### src/rtl/arb_mux_nx1.sv
// arb_mux_nx1: N-way valid/ready mux, fixed or round-robin arbitration, registered output.
// Optional ARB_MUX_LOCK_EN adds lock_in to pin grants to the last granted channel.
module arb_mux_nx1 #(
  parameter int DATA_WIDTH = 16,
  parameter int NUM_INPUTS = 4,
  parameter int SEL_WIDTH  = $clog2(NUM_INPUTS)
) (
  input  logic                             clock_in,
  input  logic                             reset_in,
  input  logic [NUM_INPUTS*DATA_WIDTH-1:0] in_data_in,
  input  logic [NUM_INPUTS-1:0]            in_valid_in,
  output logic [NUM_INPUTS-1:0]            in_ready_out,
  input  logic                             mode_in,
  input  logic [SEL_WIDTH-1:0]             sel_in,
`ifdef ARB_MUX_LOCK_EN
  input  logic                             lock_in,
`endif
  output logic [DATA_WIDTH-1:0]            out_data_out,
  output logic                             out_valid_out,
  input  logic                             out_ready_in,
  output logic [SEL_WIDTH-1:0]             out_src_out
);

  localparam logic [SEL_WIDTH-1:0] LAST =
    SEL_WIDTH'(NUM_INPUTS - 1);

  typedef enum logic {
    EMPTY = 1'b0,
    FULL  = 1'b1
  } state_t;

  state_t state;
  state_t state_nxt;

  logic [DATA_WIDTH-1:0] ch [NUM_INPUTS];

  logic [SEL_WIDTH-1:0] ptr;
  logic [SEL_WIDTH-1:0] fix_idx;
  logic [SEL_WIDTH-1:0] rr_idx;
  logic [SEL_WIDTH-1:0] win_idx;
  logic [SEL_WIDTH-1:0] ptr_nxt;
  logic                 rr_hit;
  logic                 win_hit;
  logic                 can_load;
  logic                 xfer;

  for (genvar g = 0; g < NUM_INPUTS; g++) begin : g_ch
    assign ch[g] = in_data_in[g*DATA_WIDTH +: DATA_WIDTH];
  end

  // Out-of-range select codes clamp to the top channel.
  if (NUM_INPUTS == (1 << SEL_WIDTH)) begin : g_fix_full
    assign fix_idx = sel_in;
  end else begin : g_fix_clamp
    assign fix_idx = (sel_in > LAST) ? LAST : sel_in;
  end

  // Scan from the highest offset down so the nearest valid channel wins.
  always_comb begin
    rr_hit = 1'b0;
    rr_idx = '0;
    for (int k = NUM_INPUTS - 1; k >= 0; k--) begin
      automatic int j = (int'(ptr) + k) % NUM_INPUTS;
      if (in_valid_in[j]) begin
        rr_hit = 1'b1;
        rr_idx = SEL_WIDTH'(j);
      end
    end
  end

`ifdef ARB_MUX_LOCK_EN
  logic [SEL_WIDTH-1:0] last_idx;

  always_ff @(posedge clock_in or posedge reset_in) begin
    if (reset_in) begin
      last_idx <= '0;
    end else if (xfer) begin
      last_idx <= win_idx;
    end
  end
`endif

  always_comb begin
    win_hit = 1'b0;
    win_idx = '0;
`ifdef ARB_MUX_LOCK_EN
    if (lock_in) begin
      win_idx = last_idx;
      win_hit = in_valid_in[last_idx];
    end else
`endif
    if (mode_in) begin
      win_idx = rr_idx;
      win_hit = rr_hit;
    end else begin
      win_idx = fix_idx;
      win_hit = in_valid_in[fix_idx];
    end
  end

  assign can_load = (state == EMPTY) || out_ready_in;

  always_comb begin
    in_ready_out = '0;
    if (can_load && win_hit && !reset_in) begin
      in_ready_out[win_idx] = 1'b1;
    end
  end

  assign xfer = |in_ready_out;

  assign ptr_nxt = (win_idx == LAST) ? '0 : win_idx + 1'b1;

  always_ff @(posedge clock_in or posedge reset_in) begin
    if (reset_in) begin
      state <= EMPTY;
    end else begin
      state <= state_nxt;
    end
  end

  always_comb begin
    state_nxt = state;
    unique case (state)
      EMPTY: begin
        if (xfer) state_nxt = FULL;
      end
      FULL: begin
        if (out_ready_in && !xfer) state_nxt = EMPTY;
      end
      default: state_nxt = EMPTY;
    endcase
  end

  always_comb begin
    out_valid_out = (state == FULL);
  end

  always_ff @(posedge clock_in or posedge reset_in) begin
    if (reset_in) begin
      out_data_out <= '0;
      out_src_out  <= '0;
    end else if (xfer) begin
      out_data_out <= ch[win_idx];
      out_src_out  <= win_idx;
    end
  end

  // Only round-robin transfers move the pointer.
  always_ff @(posedge clock_in or posedge reset_in) begin
    if (reset_in) begin
      ptr <= '0;
    end else if (xfer && mode_in) begin
      ptr <= ptr_nxt;
    end
  end

endmodule

### config.mk
export PLATFORM = sky130hd
export DESIGN_NAME = arb_mux_nx1
export DESIGN_NICKNAME = d
export VERILOG_FILES = /design/src/rtl/arb_mux_nx1.sv
export SDC_FILE = /design/constraint.sdc
export NUM_CORES = 1
export LEC_CHECK = 0
export CAP_MARGIN = 20
export CORE_MARGIN = 3
export CORE_UTILIZATION = 30
export CTS_BUF_LIST = sky130_fd_sc_hd__clkbuf_4 sky130_fd_sc_hd__clkbuf_8
export DETAILED_ROUTE_END_ITERATION = 16
export GPL_TIMING_DRIVEN = 0
export HOLD_SLACK_MARGIN = 0.1
export MAX_ROUTING_LAYER = met4
export PLACE_DENSITY = 0.65
export SYNTH_ARGS = -nofsm -noshare
export SYNTH_HDL_FRONTEND = slang
export SYNTH_SLANG_ARGS = --single-unit
### constraint.sdc
create_clock -name clock_in -period 6 [get_ports clock_in]
set_input_delay 1.2 -clock clock_in [delete_from_list [all_inputs] [get_ports clock_in]]
set_output_delay 1.2 -clock clock_in [all_outputs]
set_load 0.005 [all_outputs]
# Word level (Yosys, flattened, before mapping)
# Index checks and enable logic that the tools add are counted.
# W data, S select, Z words.
# classes
addsub	4
n_lt_le_gt_ge	8
eq_ne	1
n_mux	33
bitwise_logic	5
n_reduce_logical	12
# op_table
cell	count
$bmux W16 S2	1
$mux W16	2
$mux W1	16
$lt A3 B4 Y1 const B	3
$mux W2	6
$bmux W1 S2	5
$lt A2 B3 Y1 const B	3
$reduce_or A2 Y1	3
$logic_and A1 B1 Y1	5
$add A2 B1 Y2 const B	2
$add A2 B2 Y2 const B	2
$mux W4	1
$reduce_or A4 Y1	1
$and A1 B1 Y1 const A	3
$ge A3 B3 Y1 const B	1
$not A2 Y3	1
$demux W1 S2	1
$eq A2 B2 Y1 const B	1
$ge A2 B1 Y1 const B	1
$logic_not A1 Y1	2
$pmux W1 S2	1
$logic_or A1 B1 Y1	1
$not A1 Y1	1
# word_totals
regBits	21
in_bits	74
out_inout_bits	23
word_cells	67

# Depth between registers and ports, before layout
# Gate-level depths: netlist (run 1).
# logic_depth
ltp_word	21
depth_mapped	13
ltp_nobuf	9

# Least setup slack after synthesis (run 1)
# Ideal clock, no wire load.
# synth_timing
path_kind	input -> output
from	input port mode_in
to	output port in_ready_out[2]
t_arrival_ns	2.731
path_slack_ns	2.069
cell_stages	8
cell_sequence	buf_2 > and4_1 > nor3_1 > and2_1 > clkbuf_1 > inv_1 > ha_1 > and2_1
# synth_between
elab_chain_len	6
elab_cells_between_ends	10
# synth_lines
element	line	rtl
from (decl)	13	input logic mode_in,
$mux W2	92	if (mode_in) begin
$lt A2 B3 Y1 (not written as such) or $ge A2 B1 Y1 (tied branches)	106	in_ready_out[win_idx] = 1'b1;
$logic_and A1 B1 Y1 (not written as such)	106	
$mux W1 (not written as such)	106	
$demux W1 S2	106	
$mux W4 (*)	105	if (can_load && win_hit && !reset_in) begin
to (decl)	12	output logic [NUM_INPUTS-1:0] in_ready_out,
# Mark *: on every way between the ends. The rest lies on a longest branch, timed or not.

# Worst setup path in the final report (run 1)
# layout_timing
from	input port in_valid_in[2]
to	output port in_ready_out[2]
# layout_between
elab_chain_len	13
elab_cells_between_ends	31
# layout_lines
element	line	rtl
from (decl)	11	input logic [NUM_INPUTS-1:0] in_valid_in,
$bmux W1 S2	64	if (in_valid_in[j]) begin
$mux W1 (not written as such) (2 in a row)	64	
$mux W2 (4 in a row)	64	
$mux W2	92	
$lt A2 B3 Y1 (not written as such) or $ge A2 B1 Y1 (tied branches)	106	
$logic_and A1 B1 Y1 (not written as such)	106	
$mux W1 (not written as such)	106	
$demux W1 S2	106	
$mux W4 (*)	105	
# Mark *: on every way between the ends. The rest lies on a longest branch, timed or not. The select of a mux whose other input is x is not followed.

==> results.sh, run 1 <==
export IMPL_area_growth_pct=67.8
export IMPL_antenna_left=0
export IMPL_synth_seq_area_share_pct=33.3
export IMPL_leakagePower_nw=1.05
export IMPL_cp_startpoint="in_valid_in[2]"
export IMPL_synth_cell_types=40
export IMPL_end_kind="primary output"
export IMPL_synthFlopType="dfrtp_1"
export IMPL_io_buffers=94
export IMPL_instances_no_fill=280
export IMPL_crit_path_max_fanout=10
export IMPL_htreeDepth=1
export IMPL_die_w_um=78.6
export IMPL_antenna_found_initial=0
export IMPL_drt_vias_per_instance=4.98
export IMPL_crit_path_start_kind="input port"
export IMPL_layout_nets=289
export IMPL_hold_violations=0
export IMPL_dp_hpwl_mm=3.71
export IMPL_vdd_ir_drop_max_uv=117
export IMPL_crit_end="in_ready_out[2]"
export IMPL_regToRegSetupSlack_ps=2780
export IMPL_mappedNetlistArea_um2=1580
export IMPL_fin_crit_ps=5270
export IMPL_drc=0
export IMPL_setup_violations=0
export IMPL_clock_sinks=21
export IMPL_synth_top_cell_area_share_pct=33.3
export IMPL_grt_max_degree=22
export IMPL_yosysMostFrequentCell="dfrtp_1"
export IMPL_ff2ff_path_depth=12
export IMPL_placed_cells=276
export IMPL_die_height_um=78.6
export IMPL_path_class="input port to primary output"
export IMPL_async_flop_share_pct=100
export IMPL_track_usage_pct=15.4
export IMPL_clock_skew_ps=5.45
export IMPL_die_area_um2=6170
export IMPL_core_area_um2=4910
export IMPL_synth_edf_count=0
export IMPL_ys_seq_elements=21
export IMPL_grt_pass1_vias=1498
export IMPL_yosys_warnings=0
export IMPL_maxCapViolCount=0
export IMPL_initial_core_util_pct=32.2
export IMPL_final_area_um2=2650
export IMPL_io_pins=97
export IMPL_num_vias=1394
export IMPL_clk_path_buf_depth=2
export IMPL_holdWs_ps=494
export IMPL_grt_pass1_wl_mm=7.29
export IMPL_rsz0062_at_grt="false"
export IMPL_cts_root_buf="clkbuf_8"
export IMPL_wl_per_cell_um=16.4
export IMPL_cts_tree="yes"
export IMPL_syn_area_per_cell_um2=13.7
export IMPL_hold_class="flop to flop"
export IMPL_numCtsBuffers=3
export IMPL_clk_pin_slew_ps=70
export IMPL_placed_area_um2=2610
export IMPL_fin_tns_setup_ps=0
export IMPL_worstReg2RegStart="ptr[0]"
export IMPL_insertion_delay_ps=260
export IMPL_status="complete, no violations"
export IMPL_cts_resized=0
export IMPL_r2r_end="out_data_out[11]"
export IMPL_antenna_cells=0
export IMPL_post_cts_buffers=0
export IMPL_synth_top_area_cell="dfrtp_1"
export IMPL_layout_drive_gt1_share_pct=18.8
export IMPL_hold_buffers=0
export IMPL_cp_required_ps=4800
export IMPL_cp_arrival_ps=4070
export IMPL_gp_congestion=0.788
export IMPL_drt_iter0_drc=53
export IMPL_drt_total_wl_mm=4.60
export IMPL_first_pass_iters=4
export IMPL_relSlewSlack_pct=45.9
export IMPL_drv_slew=0
export IMPL_syn_nets=190
export IMPL_core_rowCount=25
export IMPL_max_freq_ghz=0.190
export IMPL_min_period_over_period_pct=87.9
export IMPL_tightestPinTransition_ps=810
export IMPL_power_density_nw_per_um2=307
export IMPL_netlist_instances=115
export IMPL_synthTopCellsByCount="dfrtp_1 (21), mux2_4 (10), mux4_1 (9)"
export IMPL_grt_overflow=0
export IMPL_synth_area_leaders="dfrtp_1 (33%), mux4_1 (15%), mux4_2 (11%), mux2_4 (9.5%), mux2_2 (4.3%)"
[report_power, final]
group	leakage, nW	switching (mW)	internal, mW
logic	0.780	0.161	0.312
clock network	0.0255	0.0438	0.0461
registers	0.248	0.0396	0.211
[worst max-delay path, stage by stage]
cell,delay (ps)
clkdlybuf4s50_1,500
nor2b_2,210
and4_1,200
nor3_1,320
and2_1,230
clkbuf_1,420
inv_1,120
ha_1,270
and2_1,150
clkdlybuf4s50_1,440
[registers in the layout, summed over array words and instances, names as in the netlist]
| name | cells |
|---|---|
| out_data_out | 16 |
| out_src_out | 2 |
| ptr | 2 |
| out_valid_out | 1 |
[cell usage in the layout (no fill, tap or decap), types with 2 or more instances in the layout]
master           Yosys  layout
clkdlybuf4s50_1      0      94
dfrtp_1             21      21
mux2_4              10      10
mux4_1               9       9
mux4_2               8       8
mux2_2               6       6
nor2_1               5       5
inv_1                4       4
nand2_1              4       4
nand2b_1             4       4
o21ai_0              4       4
buf_2                3       3
buf_6                3       3
nor2b_1              3       3
o21a_1               3       3
clkbuf_8             0       3
nor3b_1              2       2
and2_1               2       2
[cells by family (layout without fill, tap and decap cells)]
family | Yosys count | after routing | synth area share [%]
flip-flops | 21 | 21 | 33.3
AO/OA/AOI/OAI | 18 | 18 | 8.79
AND/OR/NAND/NOR | 29 | 29 | 11.7
multiplexers | 33 | 33 | 40.1
buffers and inverters | 13 | 111 | 5.30
adder cells (fa/ha/maj) | 1 | 1 | 0.792
[cell type report]
type	instances	area (um2)
plain buffers	8	60.1
fillers	426	2260
flip-flops and latches	21	526
inverters	5	23.8
clock buffers	3	41.3
clock inverters	1	5.00
multi-input cells	81	971
well taps	67	83.8
repair buffers	94	941
[metrics by stage]
stage          setup slack [ps]  util (%)  total power [mW]
3_3_place_gp                769      53.0             0.717
2_1_floorplan              2070         -             0.496
6_report                    728      54.0             0.814
4_1_cts                     732      54.0             0.826
5_1_grt                     523      54.0             0.870
3_5_place_dp                751      53.0             0.729
[per-layer routing]
layer  wire (um)  GRT usage [%]
met2        2310           27.2
met1        1800           17.2
met5           0              -
met4          51           4.20
met3         444           3.78
[how the worst min path moves through the flow]
stage                         startpoint              to  slack (ps)  depth (start not counted)
after global placement    out_src_out[1]  out_src_out[1]         480                          1
after floorplan           out_src_out[1]  out_src_out[1]         490                          1
after detailed placement  out_src_out[1]  out_src_out[1]         480                          1
after global routing      out_src_out[1]  out_src_out[1]         510                          1
after CTS                 out_src_out[1]  out_src_out[1]         500                          1
final                     out_src_out[1]  out_src_out[1]         490                          1
Note: power is estimated with default switching activity, not from simulation.
==> run 2: changes to the inputs <==
- CORE_UTILIZATION: 30 -> 40
- PLACE_DENSITY: 0.65 -> 0.84
==> results.sh, run 2 (synthesized netlist as in run 1, its figures left out) <==
export IMPL_drt_vias_per_instance=5.57
export IMPL_core_rowCount=22
export IMPL_dp_hpwl_mm=3.80
export IMPL_die_w_um=68.9
export IMPL_gp_congestion=0.826
export IMPL_max_freq_ghz=0.191
export IMPL_maxCapViolCount=0
export IMPL_io_buffers=94
export IMPL_cp_required_ps=4800
export IMPL_layout_drive_gt1_share_pct=18.8
export IMPL_setup_ws_ps=752
export IMPL_antenna_cells=0
export IMPL_io_pins=97
export IMPL_insertion_delay_ps=250
export IMPL_track_usage_pct=19.5
export IMPL_max_stage_delay_ps=500
export IMPL_core_area_um2=3740
export IMPL_wl_per_cell_um=17.9
export IMPL_r2r_end="out_data_out[15]"
export IMPL_tightestPinTransition_ps=824
export IMPL_relSlewSlack_pct=45.0
export IMPL_grt_max_degree=22
export IMPL_cts_tree="yes"
export IMPL_drt_iter0_drc=59
export IMPL_fin_tns_setup_ps=0
export IMPL_power_density_nw_per_um2=314
export IMPL_path_cells="clkdlybuf4s50_1, nor2b_2, and4_1, nor3_1, and2_1, clkbuf_1, inv_1, ha_1, and2_1, clkdlybuf4s50_1"
export IMPL_worstReg2RegStart="ptr[0]"
export IMPL_fin_crit_ps=5250
export IMPL_cp_arrival_ps=4050
export IMPL_largest_reg_flops=16
export IMPL_crit_path_start_kind="input port"
export IMPL_drc=0
export IMPL_post_cts_buffers=0
export IMPL_layout_top_registers="out_data_out x16, out_src_out x2, ptr x2"
export IMPL_hold_buffers=0
export IMPL_pre_cts_ws_ps=768
export IMPL_area_growth_pct=66.4
export IMPL_grt_overflow=0
export IMPL_layout_common_cells="clkdlybuf4s50_1 (94), dfrtp_1 (21), mux2_4 (10), mux4_1 (9), mux4_2 (8)"
export IMPL_first_pass_iters=4
export IMPL_numCtsBuffers=3
export IMPL_layout_nets=289
export IMPL_num_vias=1454
export IMPL_initial_core_util_pct=42.2
export IMPL_hold_violations=0
export IMPL_clock_skew_ps=1.61
export IMPL_cts_resized=0
export IMPL_nFillCells=267
export IMPL_status="complete, no violations"
export IMPL_top_register="out_data_out"
export IMPL_antenna_found_initial=0
export IMPL_cp_startpoint="in_valid_in[2]"
export IMPL_min_period_over_period_pct=87.5
export IMPL_die_area_um2=4740
export IMPL_path_class="input port to primary output"
export IMPL_clk_pin_slew_ps=70
export IMPL_vdd_ir_drop_max_uv=190
export IMPL_htreeDepth=1
export IMPL_cts_root_buf="clkbuf_8"
export IMPL_hold_class="flop to flop"
export IMPL_clock_sinks=21
export IMPL_crit_path_max_fanout=10
export IMPL_antenna_left=0
export IMPL_grt_pass1_vias=1454
export IMPL_drt_total_wl_mm=4.68
export IMPL_leakagePower_nw=1.05
export IMPL_cp_slowest_cell="clkdlybuf4s50_1"
export IMPL_crit_end="in_ready_out[2]"
export IMPL_regToRegSetupSlack_ps=2810
export IMPL_end_kind="primary output"
export IMPL_drv_slew=0
export IMPL_grt_pass1_wl_mm=6.72
export IMPL_setup_violations=0
export IMPL_die_height_um=68.9
export IMPL_rsz0062_at_grt="false"
export IMPL_ff2ff_path_depth=13
export IMPL_clk_path_buf_depth=2
export IMPL_final_common_cell="clkdlybuf4s50_1"
## run 2: area by class of cell
| type | instances | area, um2 | area share (%) |
|---|---|---|---|
| sequential | 21 | 526 | 20.0 |
| buffer | 8 | 60.1 | 2.28 |
| timing repair buffer | 94 | 941 | 35.8 |
| inverter | 5 | 23.8 | 0.904 |
| multi-input combinational | 81 | 971 | 36.9 |
| clock buffer | 4 | 48.8 | 1.86 |
| tap | 48 | 60.1 | 2.28 |
## run 2: worst min-delay path by stage
stage | from | endpoint | cells after the start
final | out_data_out[0] | out_data_out[0] | 1
after detailed placement | out_data_out[10] | out_data_out[10] | 1
after global routing | out_data_out[10] | out_data_out[10] | 1
after global placement | out_src_out[1] | out_src_out[1] | 1
after floorplan | out_src_out[1] | out_src_out[1] | 1
after CTS | out_data_out[0] | out_data_out[0] | 1
## run 2: routing by layer
metal,track usage [%],share of wire [%],vias to the layer above
met5,-,0,-
met4,4.38,1.5,0
met3,6.16,12,8
met2,35.1,49,78
met1,21.0,37,715
li1,-,-,653
## run 2: worst max-delay path: cells and delay by family
family / cells / cell delay (ps)
buffers and inverters: 4 / 1480
AND/OR/NAND/NOR: 5 / 1090
adder cells (fa/ha/maj): 1 / 270
## run 2: power breakdown
part           leakage, nW  switching [mW]  internal (mW)
clock network       0.0262          0.0439         0.0517
registers            0.248          0.0436          0.211
logic                0.780           0.163          0.313
total                 1.05           0.250          0.576
## run 2: stage by stage
step / util [%] / instance area [um2] / power (mW) / hold slack (ps) / instances
after floorplan: - / 1580 / 0.496 / 487 / 115
after global placement: 69.0 / 2580 / 0.712 / 476 / 257
after detailed placement: 69.0 / 2580 / 0.733 / 497 / 257
after CTS: 70.3 / 2630 / 0.832 / 518 / 261
after global routing: 70.3 / 2630 / 0.874 / 534 / 261
final: 70.3 / 2630 / 0.826 / 513 / 261
==> run 3: changes to the inputs <==
- clock period: 6 -> 6.66 ns (I/O delays scaled with it)
==> results of run 3 <==
Same layout as run 2 (identical final DEF). Status: complete, no violations.
Among the figures that moved: setup slack after placement 768 ps -> 1160 ps; setup slack after layout 752 ps -> 1150 ps; register-to-register setup slack 2810 ps -> 3470 ps; total power 0.826 mW -> 0.744 mW; worst IR drop on VDD 190 uV -> 171 uV
==> edit: new RTL, flow settings as in run 2 <==
Build with the macro `ARB_MUX_LOCK_EN` defined.
--- a/src/rtl/arb_mux_nx1.sv
+++ b/src/rtl/arb_mux_nx1.sv
@@ -2,2 +2,4 @@
 // Optional ARB_MUX_LOCK_EN adds lock_in to pin grants to the last granted channel.
+`define ARB_MUX_LOCK_EN
+
 module arb_mux_nx1 #(
Ports: changed (added lock_in); port bits go from 97 to 98. The function was not compared with the original's and may differ.
==> edit against run 2 <==
  * Power is 43% higher
  * Worst setup slack got worse by 0.20 ns
  * Hold slack improved by 0.020 ns
  * Wire length increased by 120%
  * Non-clock buffer count increased by 22
  * Clock power rose by 16%
  * Area after synthesis rose by 83%
  * Final area up 52%
  * Synthesized cell count grew to 3.3 times the old value
  * Die area grew 75%
  * Sequential cell count stayed put
  * Largest power group unchanged
==> edit: results (changes against run 2) <==
<table>
<tr><th>Metric</th><th>Value</th></tr>
<tr><th colspan="2">Routing</th></tr>
<tr><td>Starting DRC count in detailed routing</td><td>279 (+370%)</td></tr>
<tr><td>Total iterations of the first detailed-routing run</td><td>7 (+3)</td></tr>
<tr><td>Detail-routed via count per cell</td><td>5.95 (+6.7%)</td></tr>
<tr><td>Total wirelength of the detailed-routed design</td><td>10.2 mm (+120%)</td></tr>
<tr><th colspan="2">CTS</th></tr>
<tr><td>Register clock-pin slew on the reported worst setup and hold paths</td><td>0.10 ns (+0.03 ns)</td></tr>
<tr><td>Clk Latency, worst-skew pair</td><td>0.28 ns (+0.03 ns)</td></tr>
<tr><th colspan="2">Synthesis</th></tr>
<tr><td>Top cell types by occurrence after synthesis</td><td>49 x mux2_2, 48 x o21ai_0, 38 x nand2_1, 34 x mux2i_1, 31 x a211oi_1</td></tr>
<tr><td>Synth Area per Inst</td><td>7.68 sq um (-44%)</td></tr>
<tr><th colspan="2">Global routing</th></tr>
<tr><td>Via count of the first global-routing pass</td><td>3267 (+120%)</td></tr>
<tr><td>GRT met2 Usage</td><td>0.395 (+0.0437)</td></tr>
<tr><th colspan="2">Worst setup path</th></tr>
<tr><td>Signal arrival time at the worst endpoint</td><td>4.24 ns (+0.19 ns)</td></tr>
<tr><td>Destination of the worst register-to-register timing path</td><td>out_data_out[13]</td></tr>
<tr><td>End point of the critical path</td><td>in_ready_out[1]</td></tr>
<tr><td>Setup slack on the worst flop-to-flop path</td><td>2.48 ns (-0.33 ns)</td></tr>
<tr><td>Slowest stage cell, crit path</td><td>a2111oi_0</td></tr>
<tr><th colspan="2">Worst hold path</th></tr>
<tr><td>Worst hold path cell count</td><td>2 (+1)</td></tr>
<tr><td>Critical hold path startpoint</td><td>out_data_out[2]</td></tr>
<tr><td>Endpoint of the worst hold-timing path</td><td>out_data_out[2]</td></tr>
<tr><th colspan="2">Timing</th></tr>
<tr><td>Worst clock skew</td><td>0.0131 ns (+0.0114 ns)</td></tr>
<tr><td>Worst hold slack across all endpoints</td><td>0.533 ns (+0.0200 ns)</td></tr>
<tr><td>Final worst-path setup slack</td><td>0.556 ns (-0.196 ns)</td></tr>
<tr><td>Headroom to the max-slew limit</td><td>0.389 (-0.0608)</td></tr>
<tr><th colspan="2">Placed design</th></tr>
<tr><td>Worst Setup Slack post-DPL</td><td>0.573 ns (-0.195 ns)</td></tr>
<tr><td>Inst Count DP</td><td>567 (+120%)</td></tr>
<tr><td>IO Port Bufs</td><td>95 (+1.1%)</td></tr>
<tr><th colspan="2">Power</th></tr>
<tr><td>Worst-case vdd ir drop</td><td>0.144 mV (-24%)</td></tr>
<tr><th colspan="2">Outcome</th></tr>
<tr><td>Status</td><td>completed</td></tr>
</table>
[edit: cell types whose count changed after synthesis, moves of 10 or more]
| cell | before | now |
|---|---|---|
| nand2_1 | 4 | 38 |
| inv_1 | 4 | 23 |
| nor4_1 | 1 | 15 |
| a21oi_1 | 1 | 21 |
| nand3_1 | 0 | 15 |
| mux2_2 | 6 | 49 |
| a211oi_1 | 0 | 31 |
| o21ai_0 | 4 | 48 |
| mux2_4 | 10 | 0 |
| clkbuf_1 | 1 | 15 |
| mux2i_1 | 0 | 34 |
[edit: cell families after synthesis]
kind of cell	Yosys count	share of synthesized area
AND/OR/NAND/NOR	100	0.177
multiplexers	83	0.309
buffers and inverters	52	0.0715
adder cells (fa/ha/maj)	1	0.00433
AO/OA/AOI/OAI	119	0.256
flip-flops	21	0.182
[edit: layout make-up]
type	count	area, sq um
multi-input combinational	303	2160
inverter	23	86.3
fill	645	2900
clock buffer	4	48.8
buffer	29	120
tap	96	120
sequential	21	526
timing repair buffer	95	951
